[src/rtl/adex_neuron_array.sv]
// adex_neuron_array: time-multiplexed AdEx neuron array with tick-driven sweep and spike FIFO
// Ports: clk/rst (sync, active-high); in_valid/in_idx/in_current write a neuron's input current;
// mon_idx selects v_mon/w_mon; spike_valid/spike_idx/spike_ready drain spike events;
// spike_drop and overrun are sticky error flags; busy is high while a sweep runs.
// Option: define ADEX_REFRACTORY_EN to hold a neuron at V_RESET for REFRAC_TICKS ticks after it spikes.
module adex_neuron_array #(
  parameter int N_NEURONS      = 4,
  parameter int V_WIDTH        = 16,
  parameter int LUT_DEPTH      = 16,
  parameter int TICK_DIV       = 16,
  parameter int SPK_FIFO_DEPTH = 4,
  parameter int E_L            = -1120,
  parameter int V_T            = -800,
  parameter int V_PEAK         = 320,
  parameter int V_RESET        = -1120,
  parameter int B_INC          = 64,
  parameter int REFRAC_TICKS   = 2,
  localparam int IW = N_NEURONS > 1 ? $clog2(N_NEURONS) : 1
) (
  input  logic                      clk,
  input  logic                      rst,
  input  logic                      in_valid,
  input  logic [IW-1:0]             in_idx,
  input  logic signed [V_WIDTH-1:0] in_current,
  input  logic [IW-1:0]             mon_idx,
  output logic signed [V_WIDTH-1:0] v_mon,
  output logic signed [V_WIDTH-1:0] w_mon,
  output logic                      spike_valid,
  output logic [IW-1:0]             spike_idx,
  input  logic                      spike_ready,
  output logic                      spike_drop,
  output logic                      overrun,
  output logic                      busy
);
  localparam int XW = V_WIDTH + 3;
  localparam int AW = SPK_FIFO_DEPTH > 1 ? $clog2(SPK_FIFO_DEPTH) : 1;
  localparam int TW = TICK_DIV > 1 ? $clog2(TICK_DIV) : 1;
  localparam logic signed [V_WIDTH-1:0] VMAX = {1'b0, {(V_WIDTH-1){1'b1}}};
  localparam logic signed [V_WIDTH-1:0] VMIN = {1'b1, {(V_WIDTH-1){1'b0}}};
  localparam logic signed [V_WIDTH-1:0] EL   = V_WIDTH'(E_L);
  localparam logic signed [V_WIDTH-1:0] VTH  = V_WIDTH'(V_T);
  localparam logic signed [V_WIDTH-1:0] PEAK = V_WIDTH'(V_PEAK);
  localparam logic signed [V_WIDTH-1:0] VRST = V_WIDTH'(V_RESET);
  localparam logic signed [V_WIDTH-1:0] BINC = V_WIDTH'(B_INC);

  typedef enum logic {IDLE, SWEEP} state_t;
  state_t state;
  logic [TW-1:0] tcnt;
  logic [IW-1:0] idx;
  logic signed [V_WIDTH-1:0] v [N_NEURONS];
  logic signed [V_WIDTH-1:0] w [N_NEURONS];
  logic signed [V_WIDTH-1:0] cur [N_NEURONS];
  logic [IW-1:0] fifo [SPK_FIFO_DEPTH];
  logic [AW-1:0] rp, wp;
  logic [AW:0] cnt;
  logic tick, hold, spk, pop, full, acc;
  logic signed [XW-1:0] vx, wx, ix, dk, ex;
  logic signed [V_WIDTH-1:0] vn_s, wn_s, wb_s;
  int k;

  function automatic logic signed [V_WIDTH-1:0] sat(input logic signed [XW-1:0] x);
    return x > XW'(VMAX) ? VMAX : x < XW'(VMIN) ? VMIN : x[V_WIDTH-1:0];
  endfunction

  // Datapath for the neuron currently visited by the sweep; all terms widened so nothing wraps before saturation.
  always_comb begin
    vx = XW'(v[idx]);
    wx = XW'(w[idx]);
    ix = XW'(cur[idx]);
    dk = (vx - XW'(VTH)) >>> 4;
    k = vx < XW'(VTH) ? 0 : dk > XW'(LUT_DEPTH - 1) ? LUT_DEPTH - 1 : int'(dk);
    ex = vx < XW'(VTH) ? '0 : XW'(1) << (k * 8 / LUT_DEPTH);
    vn_s = sat(vx + ((XW'(EL) - vx) >>> 3) + ex + ix - wx);
    wn_s = sat(wx + ((((vx - XW'(EL)) >>> 4) - wx) >>> 4));
    wb_s = sat(XW'(wn_s) + XW'(BINC));
  end

  assign tick        = tcnt == TW'(TICK_DIV - 1);
  assign busy        = state == SWEEP;
  assign spk         = busy && vn_s >= PEAK && !hold;
  assign spike_valid = cnt != '0;
  assign spike_idx   = spike_valid ? fifo[rp] : '0;
  assign pop         = spike_valid && spike_ready;
  assign full        = cnt == (AW+1)'(SPK_FIFO_DEPTH);
  assign acc         = spk && (!full || pop);
  assign v_mon       = int'(mon_idx) < N_NEURONS ? v[mon_idx] : '0;
  assign w_mon       = int'(mon_idx) < N_NEURONS ? w[mon_idx] : '0;

`ifdef ADEX_REFRACTORY_EN
  localparam int RW = REFRAC_TICKS > 0 ? $clog2(REFRAC_TICKS + 1) : 1;
  logic [RW-1:0] refr [N_NEURONS];
  assign hold = refr[idx] != '0;
  always_ff @(posedge clk) begin
    if (rst) begin
      for (int n = 0; n < N_NEURONS; n++) refr[n] <= '0;
    end else if (busy) begin
      refr[idx] <= spk ? RW'(REFRAC_TICKS) : hold ? refr[idx] - 1'b1 : refr[idx];
    end
  end
`else
  localparam int unused_refrac = REFRAC_TICKS;
  assign hold = 1'b0;
`endif

  always_ff @(posedge clk) begin
    if (rst) begin
      state      <= IDLE;
      tcnt       <= '0;
      idx        <= '0;
      rp         <= '0;
      wp         <= '0;
      cnt        <= '0;
      spike_drop <= 1'b0;
      overrun    <= 1'b0;
      for (int n = 0; n < N_NEURONS; n++) begin
        v[n]   <= EL;
        w[n]   <= '0;
        cur[n] <= '0;
      end
    end else begin
      tcnt <= tick ? '0 : tcnt + 1'b1;
      // Same-cycle write to the visited neuron lands after the datapath has read the old current.
      if (in_valid && int'(in_idx) < N_NEURONS) cur[in_idx] <= in_current;
      if (tick && busy) overrun <= 1'b1;
      if (!busy) begin
        if (tick) begin
          state <= SWEEP;
          idx   <= '0;
        end
      end else begin
        v[idx] <= (spk || hold) ? VRST : vn_s;
        w[idx] <= spk ? wb_s : wn_s;
        idx    <= idx + 1'b1;
        if (int'(idx) == N_NEURONS - 1) state <= IDLE;
      end
      // A full FIFO still accepts a push when the head leaves in the same cycle.
      if (acc) begin
        fifo[wp] <= idx;
        wp       <= wp + 1'b1;
      end
      if (spk && !acc) spike_drop <= 1'b1;
      if (pop) rp <= rp + 1'b1;
      cnt <= cnt + (AW+1)'(acc) - (AW+1)'(pop);
    end
  end
endmodule

[config.mk]
export PLATFORM = sky130hd
export DESIGN_NAME = adex_neuron_array
export DESIGN_NICKNAME = d
export VERILOG_FILES = /design/src/rtl/adex_neuron_array.sv
export SDC_FILE = /design/constraint.sdc
export NUM_CORES = 1
export LEC_CHECK = 0
export BUFFER_PORTS_ARGS = -buffer_cell sky130_fd_sc_hd__buf_4
export CORE_ASPECT_RATIO = 0.7
export CORE_MARGIN = 1.5
export CORE_UTILIZATION = 30
export CTS_CLUSTER_SIZE = 28
export DETAILED_ROUTE_END_ITERATION = 10
export GPL_ROUTABILITY_DRIVEN = 1
export SKIP_LAST_GASP = 1
export SYNTH_ARGS = -nofsm -noshare
export SYNTH_HDL_FRONTEND = slang
export SYNTH_SLANG_ARGS = --single-unit
export TNS_END_PERCENT = 10
[constraint.sdc]
create_clock -name clk -period 19.2 [get_ports clk]
set_input_delay 0 -clock clk [delete_from_list [all_inputs] [get_ports clk]]
set_output_delay 0 -clock clk [all_outputs]
set_load 0.005 [all_outputs]
; Word level (Yosys, flattened, before mapping)
; Memories as Yosys holds them, arrays and structs flattened. A register that Yosys moved wholly into a read port is not among the register bits.
; Cells that the tools add are included.
; W data, S select, Z words.
[totals]
output_inout_bits = 38
n_memories = 4
register_bits = 16
word_cells = 102
ram_bits = 200
inputBits = 24
[memory_table]
columns = name, depth, width, read_ports, rd_clocked_by_memory_dff, wr, line_no
row1 = cur, 4, 16, 1, 1, 4, 52  ; logic signed [V_WIDTH-1:0] cur [N_NEURONS];
row2 = v, 4, 16, 2, 1, 4, 50  ; logic signed [V_WIDTH-1:0] v [N_NEURONS];
row3 = w, 4, 16, 2, 1, 4, 51  ; logic signed [V_WIDTH-1:0] w [N_NEURONS];
row4 = fifo, 4, 2, 1, 1, 1, 53  ; logic [IW-1:0] fifo [SPK_FIFO_DEPTH];
[classes]
n_eq_ne = 3
bitwise = 1
n_mux = 45
n_reduce_logical = 14
n_shift = 1
order_cmp = 9
add_sub_neg = 17
[ops]
columns = cell, count
row1 = $mux W16, 11
row2 = $mux W29, 2
row3 = $reduce_or A16 Y1, 3
row4 = $gt A17 B16 Y1 const B, 2
row5 = $lt A17 B16 Y1 const B, 2
row6 = $add A32 B1 Y32, 1
row7 = $shl A1 B32 Y19 const A, 1
row8 = $mux W2, 14
row9 = $add A17 B19 Y19, 1
row10 = $add A19 B16 Y19, 1
row11 = $gt A19 B16 Y1 const B, 1
row12 = $lt A19 B16 Y1 const B, 1
row13 = $mux W19, 1
row14 = $sub A19 B16 Y19, 1
row15 = $add A16 B13 Y17, 1
row16 = $add A16 B14 Y17, 1
row17 = $add A16 B8 Y17 const B, 1
row18 = $mux W1, 17
row19 = $sub A12 B16 Y17 const A, 1
row20 = $sub A13 B16 Y17, 1
row21 = $sub A16 B11 Y17 const B, 1
row22 = $sub A16 B12 Y17 const B, 1
row23 = $ge A16 B10 Y1 const B, 1
row24 = $lt A16 B11 Y1 const B, 1
row25 = other kinds (15), 22

; Logic depth before layout (Yosys ltp)
; Gate-level depths: netlist of run 1.
[logic_depth]
depth_word = 20
mapped_depth = 38
depth_no_buf = 35

; Least setup slack after synthesis of run 1
; Ideal clock, no wire load.
[synth_path]
path_kind = reg2reg
from = reg (tool-made name)
to = reg cnt[2]
t_arrival_ns = 8.248
path_stages_with_launch = 38
period_less_slack_ns = 8.376
required_ns = 19.073
n_path_buf = 4
setup_slack_ns = 10.824
setup_time_ns = 0.127
cell_sequence = dfxtp_1 buf_6 mux4_2 buf_4 nand3_1 nand3_1 o31a_1 o32a_1 a2111oi_0 nand2b_1 nand2_1 inv_1 a21oi_1 ha_1 ha_1 nor3_1 nand3_1 fa_1 [... 2 more ...] ha_1 fa_1 a211oi_1 o21bai_1 a31o_2 o21ai_0 o21ai_0 mux2i_1 o311a_1 buf_2 buf_2 nand2b_1 o21ai_0 ha_1 fa_1 xnor2_1 xnor2_1 nor2_1
[synth_rtl]
columns = element, line_no
row1 = to (signal assigned), 143  ; cnt <= cnt + (AW+1)'(acc) - (AW+1)'(pop);
row2 = to (decl), 55  ; logic [AW:0] cnt;

==> impl_metrics.tcl, run 1 <==
set metrics [dict create \
    grt_pass1_vias 10900 \
    ys_seq_area_share_pct 41.4 \
    setup_tns_ns 0 \
    antenna_found_initial 0 \
    synth_area_mm2 0.0155 \
    post_cts_buffers 0 \
    ys_warn_count 0 \
    crit_required_ns 19.63 \
    grt_pass1_wl_um 64700 \
    cp_slowest_stage_delay_ns 0.64 \
    crit_path_start_kind "flip-flop" \
    wl_per_cell_um 19.6 \
    cpMaxStageDelayCell "buf_4" \
    finalNetCount 1573 \
    dieArea_mm2 0.0530 \
    async_reset_ff_share_pct 0 \
    die_y_um 193 \
    worst_setup_path_end_kind "flip-flop" \
    drtAntennaViolNets 0 \
    crit_type "reg2reg" \
    fin_crit_sh_pct 52.2 \
    maxCapViolCount 0 \
    synth.largest_area_cell "edfxtp_1" \
    crit_fanout 48 \
    peakVddDrop_mv 0.0741 \
    fp.coreArea_mm2 0.0509 \
    rsz0062_at_grt "no" \
    netlist_instances 1352 \
    area_growth_pct 13.9 \
    postLayoutSetupSlackWorst_ns 9.18 \
    grt_max_degree 49 \
    numCtsBuffers 25 \
    netlist_top_cells_count "edfxtp_1 (200), inv_1 (115), nand2_1 (93)" \
    place_inst 2052 \
    drt_iter0_drc 946 \
    clockRootBuffer "clkbuf_16" \
    final_layout_size_suffix_gt1_share_pct 16.2 \
    post_cts_resized 0 \
    grt_usage_pct 15.8 \
    ioPinCount 62 \
    fin_skew_ns 0.0240 \
    cts_tree "yes" \
    hold_violations 0 \
    ys_types 87 \
    fmax_mhz 99.8 \
    pre_cts_ws_ns 9.29 \
    ys_top_cells_by_area "edfxtp_1 (39%), mux4_2 (12%), fa_1 (6.8%)" \
    drt_pass1_iterations 5 \
    antenna_cells 0 \
    tightestPinTransition_ns 1.09 \
    postSynthAreaPerCell_um2 11.5 \
    p_leak_nw 6.48 \
    finalPower_w 0.00150 \
    arrival_ns 10.46 \
    ys_seq_elements 220 \
    synth_top_area_share_pct 38.8 \
    clock_latency_ns 0.56 \
    core.rowCount 69 \
    hpwlAfterDp_um 30900 \
    min_period_ns 10.02 \
    outcome "finished clean" \
    synth-edff-count 200 \
    yosysMostFrequentCell "edfxtp_1" \
    die_w_um 275 \
    p_per_area_mw_per_mm2 85.2 \
    min_path_type "in2reg" \
    holdWs_ns 0.0356 \
    routabilityCongestion 0.932 \
    num_vias 11100 \
    slew_headroom_pct 27.1 \
    fin_cells 2116 \
    clk_pin_slew_ns 0.06 \
    htreeDepth 1 \
    port_buffers 61 \
    cts.sinks 220 \
    wirelength_um 41400 \
    routed_via_density 5.24 \
    clock_path_buffers 3 \
    ys.flop_type "edfxtp_1" \
    drcViolationCount 0 \
    drv_slew 0 \
    start_util_pct 30.5 \
    setup_viol 0 \
    overflow 0 \
]
==> layer usage <==
metal | global-route usage, % | share of wire, % | up-vias
met5 | 0 | 0 | -
met4 | 3.11 | 1.7 | 0
met3 | 2.49 | 5.9 | 54
met2 | 24.4 | 45 | 344
met1 | 23.4 | 47 | 5587
li1 | - | - | 5113
==> flip-flops by register name (all words and copies together) (netlist names), 2 cells and up, named ones only <==
signal / cells
fifo: 8
rp: 2
wp: 2
idx: 2
cur: 64
v: 64
tcnt: 4
w: 64
cnt: 3
==> where the power goes <==
| part | switching (W) | internal, W | total, W | leakage, nW |
|---|---|---|---|---|
| sequential | 0.0000102 | 0.000544 | 0.000555 | 2.06 |
| clock | 0.000200 | 0.000254 | 0.000454 | 0.371 |
| combinational | 0.000299 | 0.000196 | 0.000495 | 4.05 |
| total | 0.000508 | 0.000995 | 0.00150 | 6.48 |
==> cells in the final DEF (no fill, tap or decap), types with 5 or more instances in the layout <==
cell type      count
edfxtp_1         200
inv_1            115
nand2_1           93
nor2_1            91
mux4_2            82
buf_4             78
and2_1            75
ha_1              72
a21oi_1           60
fa_1              53
xnor2_1           46
o21ai_0           42
nor3_1            38
nand3_1           29
o22ai_1           27
clkbuf_16         25
xor2_1            19
dlygate4sd3_1     19
dfxtp_1           18
nand2b_1          16
a21o_1            16
o21a_1            13
or2_2             13
nor3b_1           11
nand3b_1          11
or3_1             11
and3_1            10
nor2b_1           10
a31oi_1            8
nand4_1            7
a211oi_1           7
conb_1             7
clkinv_1           6
a21boi_0           5
o21bai_1           5
mux2i_1            5
o31ai_1            5
==> layout make-up <==
cell class	instances	area, um^2
clock buffers	29	641
clock inverters	16	125
fillers	4940	33200
inverters	115	432
multi-input cells	965	8410
flip-flops and latches	220	6410
well taps	674	843
repair buffers	97	776
==> stage by stage <==
| stage | instance area [um^2] | util, % |
|---|---|---|
| 2_1_floorplan | 15500 | - |
| 3_3_place_gp | 16700 | 32.8 |
| 3_5_place_dp | 16700 | 32.8 |
| 4_1_cts | 17600 | 34.7 |
| 5_1_grt | 17600 | 34.7 |
| 6_report | 17600 | 34.7 |
==> critical path, delay by kind of cell, from the launching register on <==
| kind | cells | cell delay, ns |
|---|---|---|
| compound gates | 11 | 2.69 |
| xor+xnor | 2 | 0.34 |
| fa+ha+maj | 8 | 2.89 |
| buf+inv | 5 | 1.26 |
| flops | 1 | 0.31 |
| mux | 2 | 0.73 |
| simple gates | 7 | 1.61 |
==> logic make-up (layout without fill, tap and decap cells) <==
group / after synthesis / count (layout) / synth area share [%]
DFF: 220 / 220 / 41.4
other: 2 / 7 / 0.0485
adders and majority gates: 129 / 129 / 12.9
xor gates and xnor gates: 65 / 65 / 3.68
muxes: 88 / 88 / 12.3
and+or+nand+nor: 434 / 434 / 14.8
buffers and inverters: 172 / 257 / 4.50
AOI/OAI and AO/OA: 242 / 242 / 10.4
==> what timing repair did <==
action | 4_1_cts | 5_1_grt
hold buffers | 19 | 0
endpoints found under the setup margin | 0 | 0
endpoints found under the hold margin | 84 | 0
==> worst paths after layout <==
path / start / endpoint / slack (ns) / cells after the start
max: flip-flop / cnt[2] / 9.18 / 35
min: in_idx[0] / cur[2][3] / 0.04 / 3
max reg2reg: flip-flop / cnt[2] / 9.18 / 35
min reg2reg: overrun / overrun / 0.49 / 2
Note: power is estimated with default switching activity, not from simulation.
==> run 2: changes to the inputs <==
clock period = 8.35 ns   (was 19.2 ns; I/O delays follow)
==> impl_metrics.tcl, run 2 (same netlist as run 1, synthesis figures left out) <==
set metrics [dict create \
    port_buffers 61 \
    routed_via_density 5.16 \
    min_period_ns 8.09 \
    finalPower_w 0.00367 \
    hpwlAfterDp_um 32600 \
    cts_tree "yes" \
    setup_tns_ns 0 \
    drt_iter0_drc 937 \
    p_switching_w 0.00123 \
    cpMaxStageDelayCell "mux4_2" \
    crit_path_start_kind "flip-flop" \
    crit_type "reg2reg" \
    die_w_um 275 \
    routabilityCongestion 0.938 \
    fin_crit_sh_pct 96.9 \
    clk_pin_slew_ns 0.06 \
    layout_commonest_cell "edfxtp_1" \
    peakVddDrop_mv 0.142 \
    cp_slowest_stage_delay_ns 0.64 \
    fin_cells 2222 \
    grt_pass1_vias 11700 \
    ioPinCount 62 \
    crit_required_ns 8.78 \
    drcViolationCount 0 \
    clkPwrFrac_pct 27.5 \
    grt_use_met1_pct 23.7 \
    p_per_area_mw_per_mm2 196 \
    core.rowCount 69 \
    use_met2_pct 26.1 \
    nFillCells 4912 \
    drt_pass1_iterations 5 \
    clock_path_buffers 3 \
    comb_power_share_pct 37.8 \
    tightestPinTransition_ns 1.08 \
    outcome "finished clean" \
    arrival_ns 8.52 \
    crit_fanout 6 \
    num_vias 11500 \
    finalNetCount 1681 \
    area_growth_pct 20.8 \
    setup_viol 0 \
    p_int_w 0.00244 \
    wl_per_cell_um 19.3 \
    antenna_found_initial 0 \
    maxCapViolCount 0 \
    overflow 0 \
    grt_pass1_wl_um 67100 \
    p_leak_nw 7.05 \
    use_met3_pct 2.54 \
    final_util_pct 36.8 \
    clockRootBuffer "clkbuf_16" \
    fin_skew_ns 0.0251 \
    htreeDepth 1 \
    grt-busiest-layer "met2" \
    numCtsBuffers 24 \
    grt_usage_pct 16.4 \
    min_path_type "in2reg" \
    seqPwrFrac_pct 34.7 \
    top_regs "cur x64, v x64, w x64" \
    fmax_mhz 124 \
    cts.sinks 220 \
    start_util_pct 30.5 \
    switching_share_pct 33.6 \
    final_cell_mix "edfxtp_1 (200), buf_4 (184), inv_1 (112), nand2_1 (93), nor2_1 (88)" \
    place_inst 2145 \
    grt_max_degree 37 \
    hold_violations 0 \
    die_y_um 193 \
    drtAntennaViolNets 0 \
    clock_latency_ns 0.56 \
    final_layout_size_suffix_gt1_share_pct 24.7 \
    holdWs_ns 0.0368 \
    antenna_cells 0 \
    wirelength_um 43000 \
    worst_setup_path_end_kind "flip-flop" \
    fp.coreArea_mm2 0.0509 \
    drv_slew 0 \
    slew_headroom_pct 28.1 \
    dieArea_mm2 0.0530 \
]
run 2: cell count changes in the layout (fill, tap and decap cells not counted), moves of 4 or more:
cell,change
clkinv_1,-6
clkbuf_1,+8
o21ai_1,+4
o21ai_0,-6
buf_4,+106
run 2: final timing paths:
path | startpoint | to | slack (ns) | depth (start not counted)
hold reg to reg | overrun | overrun | 0.47 | 2
setup reg to reg | flip-flop | cnt[2] | 0.26 | 37
hold / removal | in_idx[0] | cur[2][3] | 0.04 | 3
setup / recovery | flip-flop | cnt[2] | 0.26 | 37
run 2: area by class of cell:
class / instances / area, um^2 / share of cell area (%)
tap: 674 / 843 / 4.51
clock inverter: 6 / 86.3 / 0.461
sequential: 220 / 6410 / 34.3
timing repair buffer: 206 / 1610 / 8.62
inverter: 115 / 434 / 2.32
multi-input combinational: 965 / 8680 / 46.4
clock buffer: 36 / 646 / 3.45
run 2: metal layers:
layer	wire length, um	vias up
met3	2380	54
met1	20200	5768
met2	19600	310
li1	-	5331
met4	845	0
met5	0	-
run 2: metrics by stage:
| stage | instance area (um^2) | setup slack (ns) |
|---|---|---|
| after detailed placement | 17400 | -0.0489 |
| after CTS | 18300 | -0.100 |
| after global placement | 17400 | 0.110 |
| after floorplan | 15500 | 0.0544 |
| after global routing | 18700 | -0.138 |
| final | 18700 | 0.261 |
run 2: power by group through the flow:
stage	sequential, W	clock, W	combinational (W)
after CTS	0.00128	0.00103	0.00125
after global placement	0.00130	0	0.00123
after global routing	0.00128	0.00106	0.00152
after detailed placement	0.00130	0	0.00123
final	0.00128	0.00101	0.00139
after floorplan	0.00129	0	0.000795
run 2: repair_timing:
action                     CTS  global route
gates resized for setup      1            63
setup buffers                0            16
hold buffers                19             0
pin swaps                    0            24
setup endpoints to repair   10           141
hold endpoints to repair    84             0
run 2: worst max-delay path: cells and delay by family, from the launching register on:
family | cells | cell delay, ns
buf+inv | 5 | 0.62
fa+ha+maj | 8 | 2.54
simple gates | 9 | 1.07
flops | 1 | 0.41
xor+xnor | 4 | 0.79
mux | 1 | 0.64
compound gates | 10 | 1.90
